==> src/rtl/cpu_pkg.sv <==
// Shared CPU definitions: fetch FSM states, the reset PC (also used by the PC register),
// the NOP encoding and the {pc, instr} word carried through the fetch stage.
package cpu_pkg;

  typedef enum logic [1:0] {
    REQ,    // request issued on imem, waiting for accept
    WAIT,   // one request in flight
    HOLD,   // response parked in the skid buffer, ID stalled
    DRAIN   // in-flight response is stale (redirected) and will be dropped
  } fetch_state_t;

  localparam logic [31:0] RESET_PC  = 32'h0040_0000;
  localparam logic [31:0] INSTR_NOP = 32'h0000_0000;

  typedef struct packed {
    logic [31:0] pc;
    logic [31:0] instr;
  } fetch_word_t;

  // 32-bit wrapping increment: 0xFFFF_FFFC + 4 = 0.
  function automatic logic [31:0] pc_plus4(input logic [31:0] pc);
    return pc + 32'd4;
  endfunction

endpackage

==> src/rtl/inst_fetch_unit_if.sv <==
// Instruction-memory request/response bundle.
//   imem_req/imem_addr    : fetch request (master -> slave)
//   imem_ready            : slave accepts when req && ready
//   imem_rvalid/imem_rdata: one-cycle response pulse per accepted request
interface inst_fetch_unit_if;

  logic        imem_req;
  logic [31:0] imem_addr;
  logic        imem_ready;
  logic        imem_rvalid;
  logic [31:0] imem_rdata;

  modport master (
    output imem_req,
    output imem_addr,
    input  imem_ready,
    input  imem_rvalid,
    input  imem_rdata
  );

  modport slave (
    input  imem_req,
    input  imem_addr,
    output imem_ready,
    output imem_rvalid,
    output imem_rdata
  );

endinterface

==> src/rtl/fetch_skid_buffer.sv <==
// One-entry {pc, instr} buffer that catches a fetch response while ID is stalled.
//   clk_i, rst_ni : clock, async active-low reset
//   load_i        : capture word_i and mark full
//   unload_i      : mark empty (word_o is consumed in the same cycle)
//   clear_i       : discard contents; wins over load/unload
//   word_o,full_o : stored word and occupancy flag
module fetch_skid_buffer
  import cpu_pkg::*;
(
  input  logic        clk_i,
  input  logic        rst_ni,
  input  logic        load_i,
  input  logic        unload_i,
  input  logic        clear_i,
  input  fetch_word_t word_i,
  output fetch_word_t word_o,
  output logic        full_o
);

  logic        full_d, full_q;
  fetch_word_t word_d, word_q;

  always_comb begin
    full_d = full_q;
    word_d = word_q;
    if (clear_i) begin
      full_d = 1'b0;
    end else if (load_i) begin
      full_d = 1'b1;
      word_d = word_i;
    end else if (unload_i) begin
      full_d = 1'b0;
    end
  end

  always_ff @(posedge clk_i or negedge rst_ni) begin
    if (!rst_ni) begin
      full_q <= 1'b0;
      word_q <= '0;
    end else begin
      full_q <= full_d;
      word_q <= word_d;
    end
  end

  assign word_o = word_q;
  assign full_o = full_q;

endmodule

==> src/rtl/inst_fetch_unit.sv <==
// Fetch stage: issues one imem request at a time from pc_value, advances the PC on accept,
// and delivers responses into the IF/ID register with a one-entry skid buffer for ID stalls.
// Redirects flush IF/ID and the skid buffer and drop any stale in-flight response.
//   clock, reset          : clock, async active-low reset
//   pc_value/pc_enable/pc_next : PC register read and write-back
//   redirect_valid/target : taken branch/jump from ID
//   id_stall              : ID cannot take a new IF/ID word
//   imem                  : instruction-memory master port
//   ifid_*                : IF/ID pipeline register outputs
module inst_fetch_unit
  import cpu_pkg::*;
#(
  parameter logic [31:0] NOP_INSTR = INSTR_NOP
) (
  input  logic                      clock,
  input  logic                      reset,
  input  logic [31:0]               pc_value,
  output logic                      pc_enable,
  output logic [31:0]               pc_next,
  input  logic                      redirect_valid,
  input  logic [31:0]               redirect_target,
  input  logic                      id_stall,
  inst_fetch_unit_if.master         imem,
  output logic                      ifid_valid,
  output logic [31:0]               ifid_pc,
  output logic [31:0]               ifid_pc_plus4,
  output logic [31:0]               ifid_instr
);

  fetch_state_t state_d, state_q;
  logic         out_valid_d, out_valid_q;
  fetch_word_t  out_word_d, out_word_q;
  logic [31:0]  inflight_pc_d, inflight_pc_q;

  logic         accept;
  logic         out_free;
  logic         skid_load, skid_unload, skid_clear, skid_full;
  fetch_word_t  skid_word, resp_word;

  assign imem.imem_req  = (state_q == REQ);
  assign imem.imem_addr = pc_value;
  assign accept         = (state_q == REQ) && imem.imem_ready;
  // The IF/ID slot can take a word when empty or when ID is consuming it this cycle.
  assign out_free       = !out_valid_q || !id_stall;
  assign resp_word      = '{pc: inflight_pc_q, instr: imem.imem_rdata};

  assign pc_enable = accept || redirect_valid;
  assign pc_next   = redirect_valid ? redirect_target : pc_plus4(pc_value);

  always_comb begin
    state_d       = state_q;
    out_valid_d   = out_valid_q;
    out_word_d    = out_word_q;
    inflight_pc_d = inflight_pc_q;
    skid_load     = 1'b0;
    skid_unload   = 1'b0;
    skid_clear    = 1'b0;

    // Word consumed by ID and nothing replaces it: slot becomes a bubble.
    if (out_free) begin
      out_valid_d = 1'b0;
    end

    unique case (state_q)
      REQ: begin
        if (accept) begin
          state_d       = WAIT;
          inflight_pc_d = pc_value;
        end
      end
      WAIT: begin
        if (imem.imem_rvalid) begin
          if (out_free) begin
            out_valid_d = 1'b1;
            out_word_d  = resp_word;
            state_d     = REQ;
          end else begin
            skid_load = 1'b1;
            state_d   = HOLD;
          end
        end
      end
      HOLD: begin
        if (!id_stall && skid_full) begin
          out_valid_d = 1'b1;
          out_word_d  = skid_word;
          skid_unload = 1'b1;
          state_d     = REQ;
        end
      end
      DRAIN: begin
        if (imem.imem_rvalid) begin
          state_d = REQ;
        end
      end
      default: state_d = REQ;
    endcase

    if (redirect_valid) begin
      out_valid_d = 1'b0;
      out_word_d  = out_word_q;
      skid_load   = 1'b0;
      skid_unload = 1'b0;
      skid_clear  = 1'b1;
      // A response still owed by memory must be swallowed before fetching the target.
      if ((((state_q == WAIT) || (state_q == DRAIN)) && !imem.imem_rvalid) || accept) begin
        state_d = DRAIN;
      end else begin
        state_d = REQ;
      end
    end
  end

  always_ff @(posedge clock or negedge reset) begin
    if (!reset) begin
      state_q       <= REQ;
      out_valid_q   <= 1'b0;
      out_word_q    <= '{pc: 32'h0, instr: NOP_INSTR};
      inflight_pc_q <= RESET_PC;
    end else begin
      state_q       <= state_d;
      out_valid_q   <= out_valid_d;
      out_word_q    <= out_word_d;
      inflight_pc_q <= inflight_pc_d;
    end
  end

  fetch_skid_buffer u_skid (
    .clk_i    (clock),
    .rst_ni   (reset),
    .load_i   (skid_load),
    .unload_i (skid_unload),
    .clear_i  (skid_clear),
    .word_i   (resp_word),
    .word_o   (skid_word),
    .full_o   (skid_full)
  );

  assign ifid_valid    = out_valid_q;
  assign ifid_pc       = out_word_q.pc;
  assign ifid_pc_plus4 = pc_plus4(out_word_q.pc);
  assign ifid_instr    = out_valid_q ? out_word_q.instr : NOP_INSTR;

endmodule

==> src/flat_wrapper.sv <==
// flat-port wrapper written by rule: the top's interface ports become plain ports
module inst_fetch_unit_flat import cpu_pkg::*;
#(
  parameter logic [31:0] NOP_INSTR = INSTR_NOP
)
  (clock, reset, pc_value, pc_enable, pc_next, redirect_valid, redirect_target, id_stall, ifid_valid, ifid_pc, ifid_pc_plus4, ifid_instr, imem_imem_req, imem_imem_addr, imem_imem_ready, imem_imem_rvalid, imem_imem_rdata);
  inst_fetch_unit_if imem_i ();
  input  logic clock;
  input  logic reset;
  input  logic [31:0] pc_value;
  output logic pc_enable;
  output logic [31:0] pc_next;
  input  logic redirect_valid;
  input  logic [31:0] redirect_target;
  input  logic id_stall;
  output logic ifid_valid;
  output logic [31:0] ifid_pc;
  output logic [31:0] ifid_pc_plus4;
  output logic [31:0] ifid_instr;
  output wire logic [$bits(imem_i.imem_req)-1:0] imem_imem_req;
  output wire logic [$bits(imem_i.imem_addr)-1:0] imem_imem_addr;
  input wire logic [$bits(imem_i.imem_ready)-1:0] imem_imem_ready;
  input wire logic [$bits(imem_i.imem_rvalid)-1:0] imem_imem_rvalid;
  input wire logic [$bits(imem_i.imem_rdata)-1:0] imem_imem_rdata;
  assign imem_imem_req = imem_i.imem_req;
  assign imem_imem_addr = imem_i.imem_addr;
  assign imem_i.imem_ready = imem_imem_ready;
  assign imem_i.imem_rvalid = imem_imem_rvalid;
  assign imem_i.imem_rdata = imem_imem_rdata;
  inst_fetch_unit #(.NOP_INSTR(NOP_INSTR)) u_core (.clock(clock), .reset(reset), .pc_value(pc_value), .pc_enable(pc_enable), .pc_next(pc_next), .redirect_valid(redirect_valid), .redirect_target(redirect_target), .id_stall(id_stall), .imem(imem_i), .ifid_valid(ifid_valid), .ifid_pc(ifid_pc), .ifid_pc_plus4(ifid_pc_plus4), .ifid_instr(ifid_instr));
endmodule
==> config.mk <==
export PLATFORM = sky130hd
export DESIGN_NAME = inst_fetch_unit_flat
export DESIGN_NICKNAME = d
export VERILOG_FILES = /design/src/rtl/cpu_pkg.sv /design/src/rtl/inst_fetch_unit_if.sv /design/src/rtl/fetch_skid_buffer.sv /design/src/rtl/inst_fetch_unit.sv /design/src/flat_wrapper.sv
export SDC_FILE = /design/constraint.sdc
export NUM_CORES = 1
export LEC_CHECK = 0
export CORE_ASPECT_RATIO = 1.2
export CORE_MARGIN = 2
export CORE_UTILIZATION = 49
export CTS_CLUSTER_SIZE = 14
export DETAILED_ROUTE_END_ITERATION = 8
export GPL_TIMING_DRIVEN = 0
export PLACE_DENSITY = 0.86
export SLEW_MARGIN = 30
export SYNTH_ARGS = -nofsm -noshare
export SYNTH_HDL_FRONTEND = slang
export SYNTH_HIERARCHICAL = 1
export SYNTH_SLANG_ARGS = --single-unit
==> constraint.sdc <==
create_clock -name clock -period 2.3 [get_ports clock]
set_clock_uncertainty 0.05 [all_clocks]
set_input_delay 0.46 -clock clock [delete_from_list [all_inputs] [get_ports clock]]
set_output_delay 0.46 -clock clock [all_outputs]
set_load 0.01 [all_outputs]
# Word level (Yosys, flattened, before mapping)
# Index checks and enable logic that the tools add are counted.
[totals] inputBits=102 word_cells=70 out_inout_bits=163 reg_bits=164
[classes] add_sub_neg=2 n_reduce_logical=17 eq_ne=10 n_bitwise=2 muxes=31
[op_table] op="$mux 64" count=3
[op_table] op="$pmux 64 s2" count=1
[op_table] op="$add 32x3->32 const B" count=2
[op_table] op="$mux 32" count=2
[op_table] op="$mux 1" count=16
[op_table] op="$mux 2" count=7
[op_table] op="$pmux 2 s4" count=1
[op_table] op="$ne 3x2->1 const B" count=2
[op_table] op="$ne 3x3->1 const B" count=2
[op_table] op="$reduce_and 5->1" count=1
[op_table] op="$eq 2x2->1 const B" count=2
[op_table] op="$logic_or 1x1->1" count=4
[op_table] op="$ne 2x1->1 const B" count=2
[op_table] op="$reduce_and 2->1" count=2
[op_table] op="$reduce_and 4->1" count=1
[op_table] op="$logic_and 1x1->1" count=3
[op_table] op="$logic_not 1->1" count=3
[op_table] op="$reduce_bool 3->1" count=1
[op_table] op="$eq 2x1->1 const B" count=1
[op_table] op="$logic_not 2->1" count=1
[op_table] op="$ne 2x2->1 const B" count=1
[op_table] op="$not 1->1" count=2
[op_table] op="$pmux 1 s2" count=1
[op_table] op="$reduce_bool 2->1" count=1

# Longest topological paths before layout
[depth] depth_word=8 ltp_mapped=9 mapped_depth_nobuf=7

# By module
# The synthesis kept the hierarchy.
[by_module_without_submodules] module="inst_fetch_unit" instances=1 cells_per_inst=717 area_each_um2=6532.5 seq_area_each_um2=2478.6
[by_module_without_submodules] module="fetch_skid_buffer" instances=1 cells_per_inst=140 area_each_um2=2741.4 seq_area_each_um2=1626.6

# Worst setup path after synthesis
# No wires, ideal clock.
[synth_path] path_type="input to output" start="input pc_value[2]" end="output pc_next[28]" arrival_time_ns=1.836 n_path_buf=0 path_slack_ns=-0.046 stages=6 required_ns=1.790 path_cell_list="ha_1 > nand4_1 > nor4_4 > nand4_1 > xor2_1 > o21ai_0"
[synth_via] elab_chain_cells=2
[synth_lines] element="start, declared" line_no="flat_wrapper.sv:10" text="input logic [31:0] pc_value;"
[synth_lines] element="$add 32x3->32" line_no="cpu_pkg.sv:22" text="return pc + 32'd4;"
[synth_lines] element="$mux 32" line_no="inst_fetch_unit.sv:48" text="assign pc_next = redirect_valid ? redirect_target : pc_plus4(pc_value);"
[synth_lines] element="end, declared" line_no="flat_wrapper.sv:12" text="output logic [31:0] pc_next;"
# No other way between the ends.

# Worst setup path in the final report
[layout_path] start="register u_core.out_word_q, in the netlist u_core/ifid_pc[3]" end="output ifid_pc_plus4[26]"
[layout_via] elab_chain_cells=1
[layout_lines] element="start, declared" line_no="inst_fetch_unit.sv:32" text="fetch_word_t out_word_d, out_word_q;"
[layout_lines] element="start signal, assigned" line_no="inst_fetch_unit.sv:118" text="out_word_q <= '{pc: 32'h0, instr: NOP_INSTR};"
[layout_lines] element="start signal, assigned" line_no="inst_fetch_unit.sv:123" text="out_word_q <= out_word_d;"
[layout_lines] element="$add 32x3->32" line_no="cpu_pkg.sv:22"
[layout_lines] element="end, declared" line_no="flat_wrapper.sv:18" text="output logic [31:0] ifid_pc_plus4;"
# No other way between the ends.

==> flow_metrics.py <==
metrics = {
    "logic_synthesis": {
        "synthCells": 857,
        "async_flop_share": 1.000,
        "synth_edf_count": 0,
        "yosys_register_bits": 164,
        "synth_ff_type": "dfrtp_1",
        "synth_simple_gate_area_share": 0.1337,
        "yosysWarnings": 6,
        "synth_top_family_by_area": "multiplexers",
        "synth_cell_type_count": 44,
        "synthMuxAreaShare": 0.2136,
        "yosysSeqAreaShare": 0.4427,
        "syn_nets": 965,
        "synth.avg_cell_area_um2": 10.82,
        "synth-adder-area-share": 0.008095,
        "synth_area_um2": 9274,
        "synth_xor_area_frac": 0.05289,
        "synth_compound_area_frac": 0.05990,
    },
    "floorplan": {
        "coreArea_um2": 18720,
        "initial_core_util": 0.4955,
        "die_y_um": 154.7,
        "io_pins": 265,
        "dieArea_um2": 20050,
        "rows": 55,
        "die_x_um": 129.6,
    },
    "final_layout": {
        "drive_gt1_frac": 0.3684,
        "n_antenna_cell": 0,
        "multi_input_area_um2": 4712,
        "layout.area.seq_um2": 4128,
        "layout.nets": 1311,
        "nFillCells": 1286,
        "syn_to_final_growth_pct": 46.99,
    },
    "setup_path": {
        "slowest_delay_ns": 0.42,
        "arrival_ns": 2.19,
        "crit_type": "reg -> out",
        "critPathRequiredTime_ns": 1.79,
        "start_kind": "flip-flop",
        "slowest_stage": "dfrtp_1",
        "crit_chain": "ha_4, nand3_4, nor3_4, buf_6, nand4_1, buf_4, nor4_4, xor2_1, buf_2",
        "cp_max_fo": 3,
        "endpoint_kind": "primary output",
    },
    "sta": {
        "slew_headroom": 0.4909,
        "rsz0062_at_grt": "true",
        "max_freq_mhz": 370.5,
        "finalWorstPathRequiredPeriod_ns": 2.699,
        "worst_pin_slew_ns": 0.7636,
        "setup_violations": 32,
        "hold_viol": 0,
        "fin_ws_ns": -0.3992,
        "period_share": 1.174,
        "finalMaxSlewViolations": 0,
        "fin_hold_ws_ns": 0.2481,
    },
    "grt": {
        "antenna_found_initial": 1,
        "grt_usage": 0.2592,
        "globalRouteOverflowTotal": 0,
        "grt_max_degree": 62,
        "grt_pass1_wl_um": 40850,
        "grt_pass1_vias": 7853,
    },
    "detailed_routing": {
        "vias": 7704,
        "drt_first_pass_iters": 5,
        "wl_um": 26030,
        "drc": 0,
        "drt_iter0_drc": 415,
        "avgViaCountPerCell": 5.234,
        "detail_route.wl_per_cell_um": 17.68,
        "postRouteAntennaNets": 0,
    },
    "job": {
        "maxCapViolations": 0,
    },
    "clocking": {
        "h-tree-depth": 4,
        "cts_buffers": 17,
        "clock_latency_ns": 0.42,
        "clk_pin_slew_ns": 0.07,
        "clock_path_buffers": 2,
        "cts_tree": "yes",
        "clock-sinks": 164,
        "cts-root-buf": "clkbuf_16",
    },
    "place": {
        "dp_hpwl_um": 17820,
        "place_congestion": 0.8361,
        "port_buffers": 264,
    },
    "outcome": {
        "violations": "setup timing",
        "status": "finished with violations",
    },
    "power_and_ir_drop": {
        "finalPower_uw": 15320,
        "power_density_nw_per_um2": 1124,
        "total_leakage_power_uw": 0.006110,
        "ir_drop_uv": 570.7,
    },
    "worst_hold_path": {
        "holdCritPathClass": "in -> reg",
    },
}
cell usage in the layout, fill, tap and decap left out, drive strengths merged, types with 22 or more instances in the layout:
master         instances
xnor2                 29
and2                  34
dfrtp                163
xor2                  27
clkdlybuf4s50        170
a21oi                 68
nand2                 56
nand3                 22
mux2                  99
mux2i                 64
clkbuf                41
nor2                  74
o21ai                 32
buf                  219
area by class of cell:
cell class / count / area share
plain buffers: 107 / 0.06168
clock buffers: 17 / 0.03121
well taps: 256 / 0.02350
multi-input cells: 572 / 0.3457
clock inverters: 15 / 0.01239
repair buffers: 328 / 0.2192
flip-flops and latches: 164 / 0.3028
inverters: 13 / 0.003580
worst max-delay path: cells and delay by family, from the launching register on:
family | cells | cell delay [ns]
buffers and inverters | 3 | 0.46
adders and majority gates | 1 | 0.17
xor gates and xnor gates | 1 | 0.15
and+or+nand+nor | 4 | 0.55
DFF | 1 | 0.42
report_power, final:
part / total, µW / internal, µW / switching, µW / leakage [µW]
Combinational: 7300 / 3930 / 3370 / 0.00381
Sequential: 5180 / 4140 / 1050 / 0.00201
Clock: 2840 / 1630 / 1210 / 0.000295
synthesized netlist by cell type, drive strengths merged (2+ instances only):
master / instances / share of area
dfrtp: 163 / 0.44
mux2: 99 / 0.14
buf: 88 / 0.076
nor2: 74 / 0.030
a21oi: 68 / 0.037
mux2i: 64 / 0.069
nand2: 56 / 0.023
and2: 34 / 0.023
o21ai: 32 / 0.017
xnor2: 29 / 0.027
xor2: 27 / 0.025
nand3: 22 / 0.013
clkbuf: 20 / 0.0081
nand4: 15 / 0.012
inv: 13 / 0.0053
nor4: 10 / 0.011
and3: 8 / 0.0055
nor3: 7 / 0.0043
ha: 6 / 0.0081
or2: 5 / 0.0034
a22oi: 2 / 0.0016
and4: 2 / 0.0019
nand2b: 2 / 0.0013
nor3b: 2 / 0.0016
o21bai: 2 / 0.0016
flip-flops by register name, summed over array words and instances (netlist names):
signal / count
u_core/out_word_q: 32
u_core/ifid_valid: 1
u_core/ifid_pc: 32
u_core/state_q: 2
u_core/inflight_pc_q: 32
u_core/u_skid/full_o: 1
u_core/u_skid/word_o: 64
layer usage:
layer / global-route usage / vias up / routed length (µm)
met1: 0.3157 / 3801 / 10390
li1: - / 3571 / -
met3: 0.05085 / 50 / 1327
met2: 0.4418 / 280 / 13570
met5: 0 / - / 13
met4: 0.1162 / 2 / 723
path summary, 6_finish.rpt:
| kind | from | end | slack (ns) | depth (start not counted) |
|---|---|---|---|---|
| setup / recovery | u_core/ifid_pc[3]$_DFFE_PN0P_ | ifid_pc_plus4[26] | -0.40 | 9 |
| hold / removal | pc_value[3] | u_core/inflight_pc_q[3]$_DFFE_PN0P_ | 0.25 | 2 |
| setup reg to reg | u_core/state_q[1]$_DFFE_PN0P_ | u_core/u_skid/word_o[6]$_DFFE_PN0P_ | 0.11 | 8 |
| hold reg to reg | u_core/u_skid/word_o[61]$_DFFE_PN0P_ | u_core/u_skid/word_o[61]$_DFFE_PN0P_ | 0.45 | 1 |
| max in group asynchronous | reset | u_core/state_q[0]$_DFFE_PN0P_ | 0.77 | 4 |
| min in group asynchronous | reset | u_core/out_word_q[5]$_DFFE_PN0P_ | 0.49 | 2 |
through the flow:
step / TNS, ns / instance area (µm²) / utilization / setup WS, ns / instances
2_1_floorplan: 0 / 9274 / - / 0.01145 / 857
3_3_place_gp: -1068.93 / 12240 / 0.6537 / -5.784 / 1377
3_5_place_dp: -128.84 / 12300 / 0.6570 / -1.435 / 1379
4_1_cts: -5.564 / 13460 / 0.7190 / -0.3928 / 1457
5_1_grt: -9.047 / 13630 / 0.7283 / -0.4892 / 1472
6_report: -6.376 / 13630 / 0.7283 / -0.3992 / 1472
kinds of logic (layout without fill, tap and decap cells):
family                   after synthesis  count (layout)
buffers and inverters                121             480
flip-flops                           164             164
AO/OA/AOI/OAI                        107             107
adder cells (fa/ha/maj)                6               6
AND/OR/NAND/NOR                      240             240
XOR/XNOR                              56              56
multiplexers                         163             163
repair_timing:
| item | in CTS | in global routing |
|---|---|---|
| endpoints found under the setup margin | 229 | 190 |
| hold endpoints to repair | 50 | 0 |
| buffers inserted | 45 | 17 |
| hold buffers | 1 | 0 |
| pin swaps | 35 | 21 |
| gates resized for setup | 448 | 75 |
(Power assumes the default switching activity.)
